$ cat config.mk
export PLATFORM = sky130hd
export DESIGN_NAME = decode_stage
export DESIGN_NICKNAME = d
export VERILOG_FILES = /design/src/rtl/decode_stage.sv
export SDC_FILE = /design/constraint.sdc
export NUM_CORES = 1
export LEC_CHECK = 0
export BUFFER_PORTS_ARGS = -buffer_cell sky130_fd_sc_hd__buf_4
export CELL_PAD_IN_SITES_DETAIL_PLACEMENT = 0
export CELL_PAD_IN_SITES_GLOBAL_PLACEMENT = 2
export CORE_MARGIN = 2
export CORE_UTILIZATION = 29
export DETAILED_ROUTE_END_ITERATION = 8
export PLACE_DENSITY = 0.91
export SYNTH_ARGS = -nofsm -noshare
export SYNTH_HDL_FRONTEND = slang
export SYNTH_SLANG_ARGS = --single-unit
$ cat constraint.sdc
create_clock -name clk -period 3.1 [get_ports clk]
set_input_delay 0.62 -clock clk [delete_from_list [all_inputs] [get_ports clk]]
set_output_delay 0.62 -clock clk [all_outputs]
set_load 0.01 [all_outputs]
$ cat src/rtl/decode_stage.sv
// Decode stage: splits fetched instructions, reads operands, stalls on RAW hazards via a
// destination-register scoreboard. Define DECODE_WB_BYPASS_EN to forward same-cycle writebacks.
module decode_stage #(
    parameter int XLEN    = 16,
    parameter int REG_AW  = 3,
    parameter int FUNCT_W = 5,
    parameter int ILEN    = 32
) (
    input  logic                     clk,
    input  logic                     rst_n,
    input  logic                     in_valid,
    output logic                     in_ready,
    input  logic [ILEN-1:0]          in_instr,
    output logic [REG_AW-1:0]        rf_raddr1,
    output logic [REG_AW-1:0]        rf_raddr2,
    input  logic [XLEN-1:0]          rf_rdata1,
    input  logic [XLEN-1:0]          rf_rdata2,
    input  logic                     wb_valid,
    input  logic [REG_AW-1:0]        wb_addr,
    input  logic [XLEN-1:0]          wb_data,
    input  logic                     flush,
    output logic                     out_valid,
    input  logic                     out_ready,
    output logic [3:0]               out_opcode,
    output logic [FUNCT_W-1:0]       out_alu_ctrl,
    output logic [XLEN-1:0]          out_src1,
    output logic [XLEN-1:0]          out_src2,
    output logic                     out_wen,
    output logic [REG_AW-1:0]        out_waddr,
    output logic [(2**REG_AW)-1:0]   busy_mask,
    output logic [15:0]              stall_cnt
);
    localparam int NREG    = 2**REG_AW;
    localparam int FN_LSB  = XLEN;
    localparam int IV_BIT  = XLEN + FUNCT_W;
    localparam int SRC_LSB = IV_BIT + 1;
    localparam int DST_LSB = SRC_LSB + REG_AW;
    localparam int OP_LSB  = DST_LSB + REG_AW;

    logic [3:0]         in_op;
    logic [REG_AW-1:0]  in_dest;
    logic [REG_AW-1:0]  in_src;
    logic               in_imm_valid;
    logic [FUNCT_W-1:0] in_funct;
    logic [XLEN-1:0]    in_imm;

    assign in_op        = in_instr[OP_LSB +: 4];
    assign in_dest      = in_instr[DST_LSB +: REG_AW];
    assign in_src       = in_instr[SRC_LSB +: REG_AW];
    assign in_imm_valid = in_instr[IV_BIT];
    assign in_funct     = in_instr[FN_LSB +: FUNCT_W];
    assign in_imm       = in_instr[XLEN-1:0];

    assign rf_raddr1 = in_dest;
    assign rf_raddr2 = in_src;

    logic                     out_valid_q, out_valid_d;
    logic [3:0]               out_opcode_q, out_opcode_d;
    logic [FUNCT_W-1:0]       out_alu_ctrl_q, out_alu_ctrl_d;
    logic [XLEN-1:0]          out_src1_q, out_src1_d;
    logic [XLEN-1:0]          out_src2_q, out_src2_d;
    logic                     out_wen_q, out_wen_d;
    logic [REG_AW-1:0]        out_waddr_q, out_waddr_d;
    logic [NREG-1:0]          busy_q, busy_d;
    logic [15:0]              stall_cnt_q, stall_cnt_d;

    logic            dest_busy, src_busy;
    logic [XLEN-1:0] opnd1, reg2;

`ifdef DECODE_WB_BYPASS_EN
    logic dest_wb, src_wb;
    assign dest_wb   = wb_valid && (wb_addr == in_dest);
    assign src_wb    = wb_valid && (wb_addr == in_src);
    assign dest_busy = busy_q[in_dest] && !dest_wb;
    assign src_busy  = busy_q[in_src] && !src_wb;
    assign opnd1     = dest_wb ? wb_data : rf_rdata1;
    assign reg2      = src_wb ? wb_data : rf_rdata2;
`else
    logic unused_wb_data;
    assign unused_wb_data = ^wb_data;
    assign dest_busy      = busy_q[in_dest];
    assign src_busy       = busy_q[in_src];
    assign opnd1          = rf_rdata1;
    assign reg2           = rf_rdata2;
`endif

    // The packet sitting in the output register has not set its busy bit yet.
    logic dest_fwd, src_fwd, hazard, accept, issue;
    assign dest_fwd = out_valid_q && out_wen_q && (out_waddr_q == in_dest);
    assign src_fwd  = out_valid_q && out_wen_q && (out_waddr_q == in_src);
    assign hazard   = in_valid && (dest_busy || dest_fwd ||
                                   (!in_imm_valid && (src_busy || src_fwd)));
    assign in_ready = !hazard && (!out_valid_q || out_ready) && !flush;
    assign accept   = in_valid && in_ready;
    assign issue    = out_valid_q && out_ready && out_wen_q && !flush;

    always_comb begin
        out_valid_d    = out_valid_q;
        out_opcode_d   = out_opcode_q;
        out_alu_ctrl_d = out_alu_ctrl_q;
        out_src1_d     = out_src1_q;
        out_src2_d     = out_src2_q;
        out_wen_d      = out_wen_q;
        out_waddr_d    = out_waddr_q;
        if (flush) begin
            out_valid_d = 1'b0;
        end else if (accept) begin
            out_valid_d    = 1'b1;
            out_opcode_d   = in_op;
            out_alu_ctrl_d = in_funct;
            out_src1_d     = opnd1;
            out_src2_d     = in_imm_valid ? in_imm : reg2;
            out_wen_d      = (in_op == 4'b0001) || (in_op == 4'b0010);
            out_waddr_d    = in_dest;
        end else if (out_ready) begin
            out_valid_d = 1'b0;
        end

        // Set after clear so a same-cycle issue keeps the register busy.
        busy_d = busy_q;
        if (wb_valid) busy_d[wb_addr] = 1'b0;
        if (issue)    busy_d[out_waddr_q] = 1'b1;

        stall_cnt_d = stall_cnt_q;
        if (hazard && (stall_cnt_q != 16'hFFFF)) stall_cnt_d = stall_cnt_q + 16'd1;
    end

    always_ff @(posedge clk or negedge rst_n) begin
        if (!rst_n) begin
            out_valid_q    <= 1'b0;
            out_opcode_q   <= '0;
            out_alu_ctrl_q <= '0;
            out_src1_q     <= '0;
            out_src2_q     <= '0;
            out_wen_q      <= 1'b0;
            out_waddr_q    <= '0;
            busy_q         <= '0;
            stall_cnt_q    <= '0;
        end else begin
            out_valid_q    <= out_valid_d;
            out_opcode_q   <= out_opcode_d;
            out_alu_ctrl_q <= out_alu_ctrl_d;
            out_src1_q     <= out_src1_d;
            out_src2_q     <= out_src2_d;
            out_wen_q      <= out_wen_d;
            out_waddr_q    <= out_waddr_d;
            busy_q         <= busy_d;
            stall_cnt_q    <= stall_cnt_d;
        end
    end

    assign out_valid    = out_valid_q;
    assign out_opcode   = out_opcode_q;
    assign out_alu_ctrl = out_alu_ctrl_q;
    assign out_src1     = out_src1_q;
    assign out_src2     = out_src2_q;
    assign out_wen      = out_wen_q;
    assign out_waddr    = out_waddr_q;
    assign busy_mask    = busy_q;
    assign stall_cnt    = stall_cnt_q;
endmodule
==> results of run 1 <==
layout make-up:
cell class	count	share of cell area [%]
Tap cell	147	3.71
Clock buffer	10	4.62
Sequential cell	70	35.3
Inverter	7	0.530
Multi-Input combinational cell	168	31.9
Timing Repair Buffer	151	23.1
Clock inverter	6	0.782
cell families after synthesis:
family          count (synthesis)  synth area share (%)
mux                            71                  27.8
flops                          70                  50.0
simple gates                   58                  8.46
buf+inv                        25                  4.86
xor+xnor                       21                  5.25
compound gates                 17                  3.29
fa+ha+maj                       1                 0.357
cell usage after synthesis, drive strengths merged:
library cell | count | area [µm²]
o41ai | 1 | 8.76
or3 | 1 | 6.26
o211ai | 1 | 7.51
mux2 | 63 | 856
o31ai | 3 | 22.5
a21o | 1 | 7.51
or4 | 2 | 15.0
mux4 | 3 | 67.6
nand2 | 14 | 52.6
inv | 7 | 26.3
o21ai | 8 | 40.0
and3 | 3 | 18.8
nand4 | 2 | 12.5
a21oi | 1 | 8.76
ha | 1 | 12.5
nor2 | 7 | 26.3
nor3b | 1 | 7.51
nor3 | 7 | 35.0
nor4 | 3 | 18.8
nand2b | 5 | 31.3
mux2i | 5 | 50.1
a32o | 2 | 20.0
and2 | 1 | 6.26
nand3 | 7 | 35.0
or2 | 1 | 6.26
clkbuf | 3 | 11.3
nor2b | 4 | 25.0
xor2 | 16 | 140
xnor2 | 5 | 43.8
dfrtp | 70 | 1750
buf | 15 | 133
power by group through the flow:
stage          clock network [µW]  registers (µW)  logic (µW)
3_3_place_gp                    0            1180         730
5_1_grt                       994            1190         787
3_5_place_dp                    0            1190         739
6_report                      908            1170         732
2_1_floorplan                   0            1230         320
4_1_cts                       948            1170         744
worst max path at each step:
stage	from	endpoint	slack, ns	depth (start not counted)
3_3_place_gp	in_instr[25]	out_src2[15]$_DFFE_PN0P_	0.36	8
4_1_cts	out_waddr[0]$_DFFE_PN0P_	in_ready	0.25	6
3_5_place_dp	in_instr[25]	out_src1[15]$_DFFE_PN0P_	0.34	8
5_1_grt	out_waddr[0]$_DFFE_PN0P_	in_ready	0.12	5
2_1_floorplan	in_instr[23]	out_alu_ctrl[4]$_DFFE_PN0P_	0.65	9
6_report	out_waddr[0]$_DFFE_PN0P_	in_ready	0.28	6
per-layer routing:
metal	vias up	part of all wire [%]	GRT usage, %
met1	1257	45	17.1
met4	0	1.5	5.12
met2	107	46	19.9
li1	1212	-	-
met5	-	0	0
met3	11	7.0	4.30
worst reg2reg max path, stage by stage, from the launching register on:
cell and delay (ns):
dfrtp_1 0.53, xor2_1 0.23, or4_1 0.50, a21oi_2 0.20, nor2_1 0.08, and3_2 0.26
buf_12 0.19, mux2_4 0.40
per-stage QoR:
step	area, µm²	total power (µW)	hold WS (ns)	util, %	setup WS, ns
finish	4960	2810	0.411	41.6	0.284
detailed placement	4690	1930	0.493	39.4	0.335
global route	4960	2970	0.477	41.6	0.125
floorplan	3500	1550	0.324	-	0.649
global placement	4690	1910	0.492	39.4	0.356
CTS	4960	2870	0.442	41.6	0.245
registers in the layout, indices dropped and copies added (netlist names):
| name | count |
|---|---|
| busy_mask | 8 |
| out_alu_ctrl | 5 |
| out_opcode | 4 |
| out_src1 | 16 |
| out_src2 | 16 |
| out_valid | 1 |
| out_waddr | 3 |
| out_wen | 1 |
| stall_cnt | 16 |
==> metrics.txt, run 1 <==
cell leakage power=0.00243 µW; routed len/inst=15.2 µm; maximum clock insertion buffer count=2; Slew @ Worst Pin=0.872 ns; clk sink count=70; worst path cell trace=xor2_1 > or4_1 > a21oi_2 > o21ai_0 > and2_1 > buf_4; Slew Viols, Final=0; Hold Buf Count CTS=0; Synth Cell Area=3500 µm²; Setup Crit Path Kind=reg -> out; Remaining Overflow, GRT=0; Setup crit end kind=output port; DRT antenna net count=0; register share of total power=41.7%; Sw Ratio=27.0%; P&R area growth vs syn=41.5%; fin nets=497; post_cts resized=0; post-synth net total=353; most frequent cells in the layout=buf_4 (150), dfrtp_1 (70), mux2_4 (39); Antenna Cells=0; Critical Path AT=2.20 ns; latest clock arrival within the worst-skew pair=0.33 ns; count of cell types in the netlist=34; largest net degree at the start of global routing=71; Total GRT Usage=13.0%; Port Buffers=149; FF+latch count, synth=70; WL final=8470 µm; status=finished, final reports clean; total CTS buffers=9; worst r2r src=out_waddr[0]$_DFFE_PN0P_; Syn Area/Cell=13.3 µm²; Worst Path Required=2.48 ns; CP startpoint kind=flop; DR iter-0 viols=116; core area=11900 µm²; CP max-delay cell=dfrtp_1; commonest non-fill, non-tap cell in the layout=buf_4; clock share of power=32.3%; via count=2587; cells after synthesis=263; first-pass GRT wire length=12900 µm; die area=13000 µm²; HP Class=in -> async; part of the power in combinational logic=26.0%; WP buf/inv=1; Reg2Reg Depth=7; Seq/Total Area, Yosys=50.0%; H-tree depth=3; row cnt=40; Slew HR=41.9%; area of the multi-input gates=1580 µm²; Die Ht=114 µm; CTS clk-pin slew, worst paths=0.06 ns; period utilization=90.9%; FF/Latch Area=1750 µm²; CTS tree=yes; Initial Utilization=29.4%; clock root buffer=clkbuf_16; Peak Freq=0.355 GHz; Pre-antenna DRT Iters=4; Final Hold Vio Count=0; total negative slack=0 ns; Crit path max-delay family=simple AND/OR/NAND/NOR gates; setup repair bufs after CTS=0; I/O pins=166; share of cells above drive strength 1=56.8%; Clock Skews=0.00900 ns; Power Dens Cells=567 nW/µm²; number of max-cap violations=0; placed cell count=543; routability cong.=0.773; peak supply drop=0.000252 V; fin crit period=2.82 ns; max incr delay on CP=0.53 ns; Crit Path Max Fanout=10; Worst R2R End=out_src2[2]$_DFFE_PN0P_; DRC Markers=0; initial antenna violation count=0; Fillers=1138; final std cells w/o fill=559; P_int=2050 µW; Reg2Reg Setup Slack=0.60 ns; hpwl dp=6150 µm; Setup violations, final=0; drt via density=4.63; RSZ-0062 raised after global routing=false; Ys Warns=0; Psw=761 µW; Die X=114 µm; number of global-route vias before repair=2511
Power figures use the tool's default switching activity.
==> run 2, diff against run 1 <==
==> constraint.sdc (replaced) <==
create_clock -name clk -period 2.7 [get_ports clk]
set_input_delay 0.54 -clock clk [delete_from_list [all_inputs] [get_ports clk]]
set_output_delay 0.54 -clock clk [all_outputs]
set_load 0.01 [all_outputs]
==> run 2 against run 1 <==
Utilization up 0.54 points. Critical endpoint unchanged. First-iteration DRC count decreased by 4.3%. Register-to-register slack lost 0.29 ns. Die area is the same. Via count is 1.3% lower. Non-clock buffer count up 2. Largest cell class unchanged. Critical path type unchanged. Combinational power up 16%. Clock skew hardly changed. Critical path depth unchanged.
==> metrics.txt, run 2 (synthesis gave the netlist of run 1 again) <==
status=finished, final reports clean; Antenna Cells=0 (unchanged); Die Ht=114 µm (unchanged); clk sink count=70 (unchanged); DRT antenna net count=0 (unchanged); Crit Path Max Fanout=6 (-4); die area=13000 µm² (unchanged); peak supply drop=0.000216 V (-14%); drt via density=4.55 (-1.7%); Worst R2R End=stall_cnt[1]$_DFFE_PN0P_; CTS clk-pin slew, worst paths=0.06 ns (about the same); P&R area growth vs syn=43.4%; CTS tree=yes; Worst Path Required=2.16 ns (-0.32 ns); Initial Utilization=29.4% (unchanged); hpwl dp=6280 µm (+2.1%); Port Buffers=149 (unchanged); period utilization=96.0%; final core occ=42.2% (+0.54 points); Pre-antenna DRT Iters=4 (unchanged); Max Used Layer=met4; Critical Path AT=2.05 ns (-0.15 ns); Setup Crit Path Kind=reg -> out; number of global-route vias before repair=2564 (+2.1%); Reg2Reg Depth=7 (unchanged); WL met2=3930 µm (+0.46%); WL final=8490 µm (+0.24%); row cnt=40 (unchanged); Setup crit end kind=output port; Die X=114 µm (unchanged); via count=2553 (-1.3%); commonest non-fill, non-tap cell in the layout=buf_4; DR iter-0 viols=111 (-4.3%); max incr delay on CP=0.52 ns (about the same); I/O pins=166 (unchanged); Final Hold Vio Count=0 (unchanged); DRC Markers=0 (unchanged); Peak Freq=0.386 GHz; fin nets=499 (+0.40%); Remaining Overflow, GRT=0 (unchanged); Reg2Reg Setup Slack=0.31 ns (-0.29 ns); H-tree depth=3 (unchanged); Fillers=1119 (-1.7%); cell leakage power=0.00247 µW (+1.3%); setup repair bufs after CTS=0 (unchanged); first-pass GRT wire length=13200 µm (+2.6%); Slew @ Worst Pin=0.880 ns (+0.00857 ns); clock root buffer=clkbuf_16; Hold Buf Count CTS=0 (unchanged); latest clock arrival within the worst-skew pair=0.33 ns (about the same); Slew HR=41.3% (-0.57 points); Clock Skews=0.00937 ns (+0.000374 ns); largest net degree at the start of global routing=71 (unchanged); initial antenna violation count=0 (unchanged); worst r2r src=stall_cnt[0]$_DFFE_PN0P_; Total GRT Usage=13.0% (about the same); most frequent cells in the layout=buf_4 (152), dfrtp_1 (68), mux2_4 (39); CP max-delay cell=or4_1; fin crit period=2.59 ns; maximum clock insertion buffer count=2 (unchanged); total negative slack=0 ns (unchanged); met3 wire len=690 µm (+17%); Setup violations, final=0 (unchanged); core area=11900 µm² (unchanged); CP startpoint kind=flop; routability cong.=0.796 (+3.0%); RSZ-0062 raised after global routing=false; DRT met1 WL=3770 µm (-2.0%); HP Class=in -> async; Power Dens Cells=674 nW/µm² (+19%); number of max-cap violations=0 (unchanged); worst path cell trace=xor2_1 > or4_1 > a21oi_2 > o21ai_0 > and2_1 > buf_4; total CTS buffers=9 (unchanged); share of cells above drive strength 1=58.0% (+1.2 points); Slew Viols, Final=0 (unchanged); routed len/inst=15.1 µm (-0.12%)
==> run 2: cell count changes in the layout (fill, tap and decap cells not counted), sizes merged <==
cell,previous run,this run
clkbuf,10,9
clkinv,4,2
bufinv,0,1
buf,151,153
clkinvlp,2,1
inv,7,10
==> run 2: power breakdown <==
group / internal, µW / total [µW] / switching [µW] / leakage, µW
clock: 727 / 1190 / 464 / 0.000147
combinational: 529 / 852 / 322 / 0.00146
sequential: 1220 / 1340 / 125 / 0.000856
==> run 2: worst max-delay path by stage <==
stage	from	depth (start not counted)	end	slack, ns
6_report	out_waddr[2]$_DFFE_PN0P_	6	in_ready	0.11
5_1_grt	out_waddr[2]$_DFFE_PN0P_	6	in_ready	0.006
4_1_cts	out_waddr[1]$_DFFE_PN0P_	6	in_ready	0.02
3_5_place_dp	in_instr[25]	8	out_waddr[2]$_DFFE_PN0P_	0.08
3_3_place_gp	in_instr[25]	8	out_src2[15]$_DFFE_PN0P_	0.09
2_1_floorplan	stall_cnt[0]$_DFFE_PN0P_	8	stall_cnt[1]$_DFFE_PN0P_	0.29
==> run 2: cell type report <==
class | instances | area [µm²] | area share, %
Clock inverter | 7 | 81.3 | 1.62
Inverter | 7 | 26.3 | 0.523
Multi-Input combinational cell | 168 | 1590 | 31.7
Clock buffer | 9 | 225 | 4.48
Timing Repair Buffer | 153 | 1160 | 23.1
Sequential cell | 70 | 1750 | 34.9
Tap cell | 147 | 184 | 3.66
==> run 2: routing by layer <==
metal / vias to the layer above / GRT usage (%)
met4: 0 / 3.90
met3: 8 / 4.04
met2: 104 / 20.6
met5: - / 0
li1: 1213 / -
met1: 1228 / 17.1
==> run 2: metrics by stage <==
stage	cells	cell area [µm²]	setup slack [ns]	hold WS (ns)	power, µW
floorplan	263	3500	0.288	0.244	1780
global placement	545	4710	0.0893	0.492	2200
detailed placement	545	4710	0.0772	0.494	2220
CTS	561	5020	0.0179	0.372	3450
global route	561	5020	0.00555	0.419	3560
finish	561	5020	0.107	0.331	3380
==> run 2: what timing repair did <==
| item | in CTS | in global routing |
|---|---|---|
| pin swaps | 0 | 1 |
| setup endpoints to repair | 1 | 1 |
| resized for setup | 2 | 1 |
==> run 2: worst max-delay path: cells and delay by family, from the launching register on <==
| kind | cells | cell delay, ns |
|---|---|---|
| buffers and inverters | 1 | 0.14 |
| xor gates and xnor gates | 1 | 0.17 |
| DFF | 1 | 0.46 |
| AOI/OAI and AO/OA | 2 | 0.26 |
| and+or+nand+nor | 2 | 0.69 |
==> run 3, diff against run 2 <==
--- a/config.mk
+++ b/config.mk
@@ -9,9 +9,9 @@
 export CELL_PAD_IN_SITES_DETAIL_PLACEMENT = 0
 export CELL_PAD_IN_SITES_GLOBAL_PLACEMENT = 2
 export CORE_MARGIN = 2
-export CORE_UTILIZATION = 29
+export CORE_UTILIZATION = 26
 export DETAILED_ROUTE_END_ITERATION = 8
-export PLACE_DENSITY = 0.91
+export PLACE_DENSITY = 0.87
 export SYNTH_ARGS = -nofsm -noshare
 export SYNTH_HDL_FRONTEND = slang
 export SYNTH_SLANG_ARGS = --single-unit
==> constraint.sdc (replaced) <==
create_clock -name clk -period 2.2 [get_ports clk]
set_input_delay 0.44 -clock clk [delete_from_list [all_inputs] [get_ports clk]]
set_output_delay 0.44 -clock clk [all_outputs]
set_load 0.01 [all_outputs]
==> run 3 against run 2 <==
The run now ends with setup timing left. Total power grew 31%. Combinational power is 42% higher. Largest power group unchanged. Worst hold slack lost 0.29 ns. Global-route usage up 0.26 points. Utilization barely moved. Routed wire length is 12% higher. First-iteration DRC count rose by 5.4%. Count of clock-buffer cells in the layout is the same.
==> metrics.txt, run 3 (synthesis gave the netlist of run 1 again) <==
routability cong.=0.814 (+2.2%); number of global-route vias before repair=2810 (+9.6%); Remaining Overflow, GRT=0 (unchanged); commonest non-fill, non-tap cell in the layout=buf_4; Crit Path Max Fanout=3 (-3); Setup crit end kind=output port; final worst-path setup slack=-0.228 ns (-0.335 ns); I/O pins=166 (unchanged); Slew HR=65.6% (+24 points); most frequent cells in the layout=buf_4 (180), dfrtp_1 (69), mux2_4 (41); final core occ=42.2% (+0.048 points); Clock Skews=0.00539 ns (-0.00398 ns); Critical Path AT=1.99 ns (-0.06 ns); P_int=3250 µW (+32%); Total GRT Usage=13.3% (+0.26 points); Hold Buf Count CTS=0 (unchanged); hpwl dp=6870 µm (+9.5%); initial antenna violation count=0 (unchanged); clock root buffer=clkbuf_16; row cnt=42 (+5.0%); Hold WS=0.0420 ns (-0.289 ns); Pre-antenna DRT Iters=4 (unchanged); violated checks=setup timing; Power Dens Cells=797 nW/µm² (+18%); Initial Utilization=26.6% (-2.9 points); Worst Path Required=1.76 ns (-0.40 ns); die area=14400 µm² (+11%); Antenna Cells=0 (unchanged); number of max-cap violations=0 (unchanged); total CTS buffers=9 (unchanged); WL final=9550 µm (+12%); Slew Viols, Final=0 (unchanged); DRC Markers=0 (unchanged); Final Hold Vio Count=0 (unchanged); largest net degree at the start of global routing=38 (-46%); H-tree depth=3 (unchanged); Fillers=1249 (+12%); Die X=120 µm (+5.4%); routed len/inst=15.2 µm (+0.63%); first-pass GRT wire length=14700 µm (+11%); register share of total power=36.5% (-3.1 points); core area=13200 µm² (+11%); fin nets=536 (+7.4%); CTS clk-pin slew, worst paths=0.06 ns (about the same); fin crit period=2.43 ns; cell leakage power=0.00277 µW (+12%); Port Buffers=149 (unchanged); CTS tree=yes; DRT antenna net count=0 (unchanged); maximum clock insertion buffer count=2 (unchanged); drt via density=4.32 (-5.0%); clk sink count=70 (unchanged); RSZ-0062 raised after global routing=true; Die Ht=120 µm (+5.4%); share of cells above drive strength 1=64.5% (+6.6 points); HP Class=in -> async; latest clock arrival within the worst-skew pair=0.34 ns (about the same); status=complete, but fails checks; Setup Crit Path Kind=reg -> out; peak supply drop=0.000363 V (+68%); period utilization=110%; clock share of power=36.3% (+1.1 points); Slew @ Worst Pin=0.514 ns (-0.366 ns); via count=2711 (+6.2%); part of the power in combinational logic=27.2% (+2.0 points); Peak Freq=0.412 GHz; P&R area growth vs syn=58.9%; DR iter-0 viols=117 (+5.4%); Psw=1190 µW (+30%); Setup violations, final=48 (+48); CP startpoint kind=flop; Sw Ratio=26.7% (-0.20 points)
-- run 3: cell count changes in the layout (fill, tap and decap cells not counted), sizes merged --
| cell | previous run | this run |
|---|---|---|
| bufbuf | 0 | 1 |
| clkinv | 2 | 1 |
| bufinv | 1 | 2 |
| buf | 153 | 189 |
-- run 3: routing by layer --
metal  GRT usage, %  part of all wire, %
met1           16.6                   43
met4           5.22                  1.6
met2           21.0                   48
met5              0                    0
met3           4.47                  7.2
-- run 3: repair_timing --
action,CTS,global route
cloned,1,0
pin swaps,5,8
endpoints found under the setup margin,54,60
setup buffers,2,5
resized for setup,11,22
-- run 3: path summary, 6_finish.rpt --
kind                                          startpoint                          end  slack [ns]  cells past startpoint
worst max register to register  out_waddr[1]$_DFFE_PN0P_      out_src1[2]$_DFFE_PN0P_       -0.17                      8
worst min-delay path                               rst_n      out_src1[4]$_DFFE_PN0P_        0.04                      1
max in group asynchronous                          rst_n  out_alu_ctrl[4]$_DFFE_PN0P_        1.58                      2
worst max-delay path              busy_mask[7]$_DFF_PN0_                     in_ready       -0.23                      7
min in group clk                            in_instr[17]  out_alu_ctrl[1]$_DFFE_PN0P_        0.32                      2
worst min register to register  out_src2[15]$_DFFE_PN0P_     out_src2[15]$_DFFE_PN0P_        0.51                      1
-- run 3: metrics by stage --
stage          setup slack, ns  total power [µW]  area [µm²]  TNS [ns]  cells
6_report                -0.228              4440        5570     -3.34    627
2_1_floorplan          -0.0562              2200        3530     -1.58    263
3_3_place_gp            -0.253              2790        5000    -11.85    603
4_1_cts                 -0.324              4490        5420     -4.51    622
3_5_place_dp            -0.266              2810        5000    -12.16    603
5_1_grt                 -0.332              4660        5570     -8.54    627
-- run 3: worst max-delay path, cell delays in order (launching register included) --
cell,delay [ns]
dfrtp_1,0.40
mux4_2,0.47
mux2i_1,0.17
o41ai_2,0.11
buf_4,0.15
o21ai_2,0.10
and2_4,0.15
buf_6,0.10
-- run 3: cell type report --
cell class                      instances  area (µm²)  share of cell area, %
Multi-Input combinational cell        168        1720                   30.9
Clock inverter                          7         105                   1.89
Inverter                                7        26.3                  0.472
Sequential cell                        70        1750                   31.5
Timing Repair Buffer                  190        1520                   27.3
Clock buffer                            9         225                   4.04
Tap cell                              176         220                   3.96
-- run 3: power by group through the flow --
stage / combinational [µW] / clock (µW) / sequential, µW
after floorplan: 464 / 0 / 1730
after CTS: 1200 / 1660 / 1630
after detailed placement: 1160 / 0 / 1650
after global placement: 1150 / 0 / 1640
final: 1210 / 1610 / 1620
after global routing: 1300 / 1720 / 1650
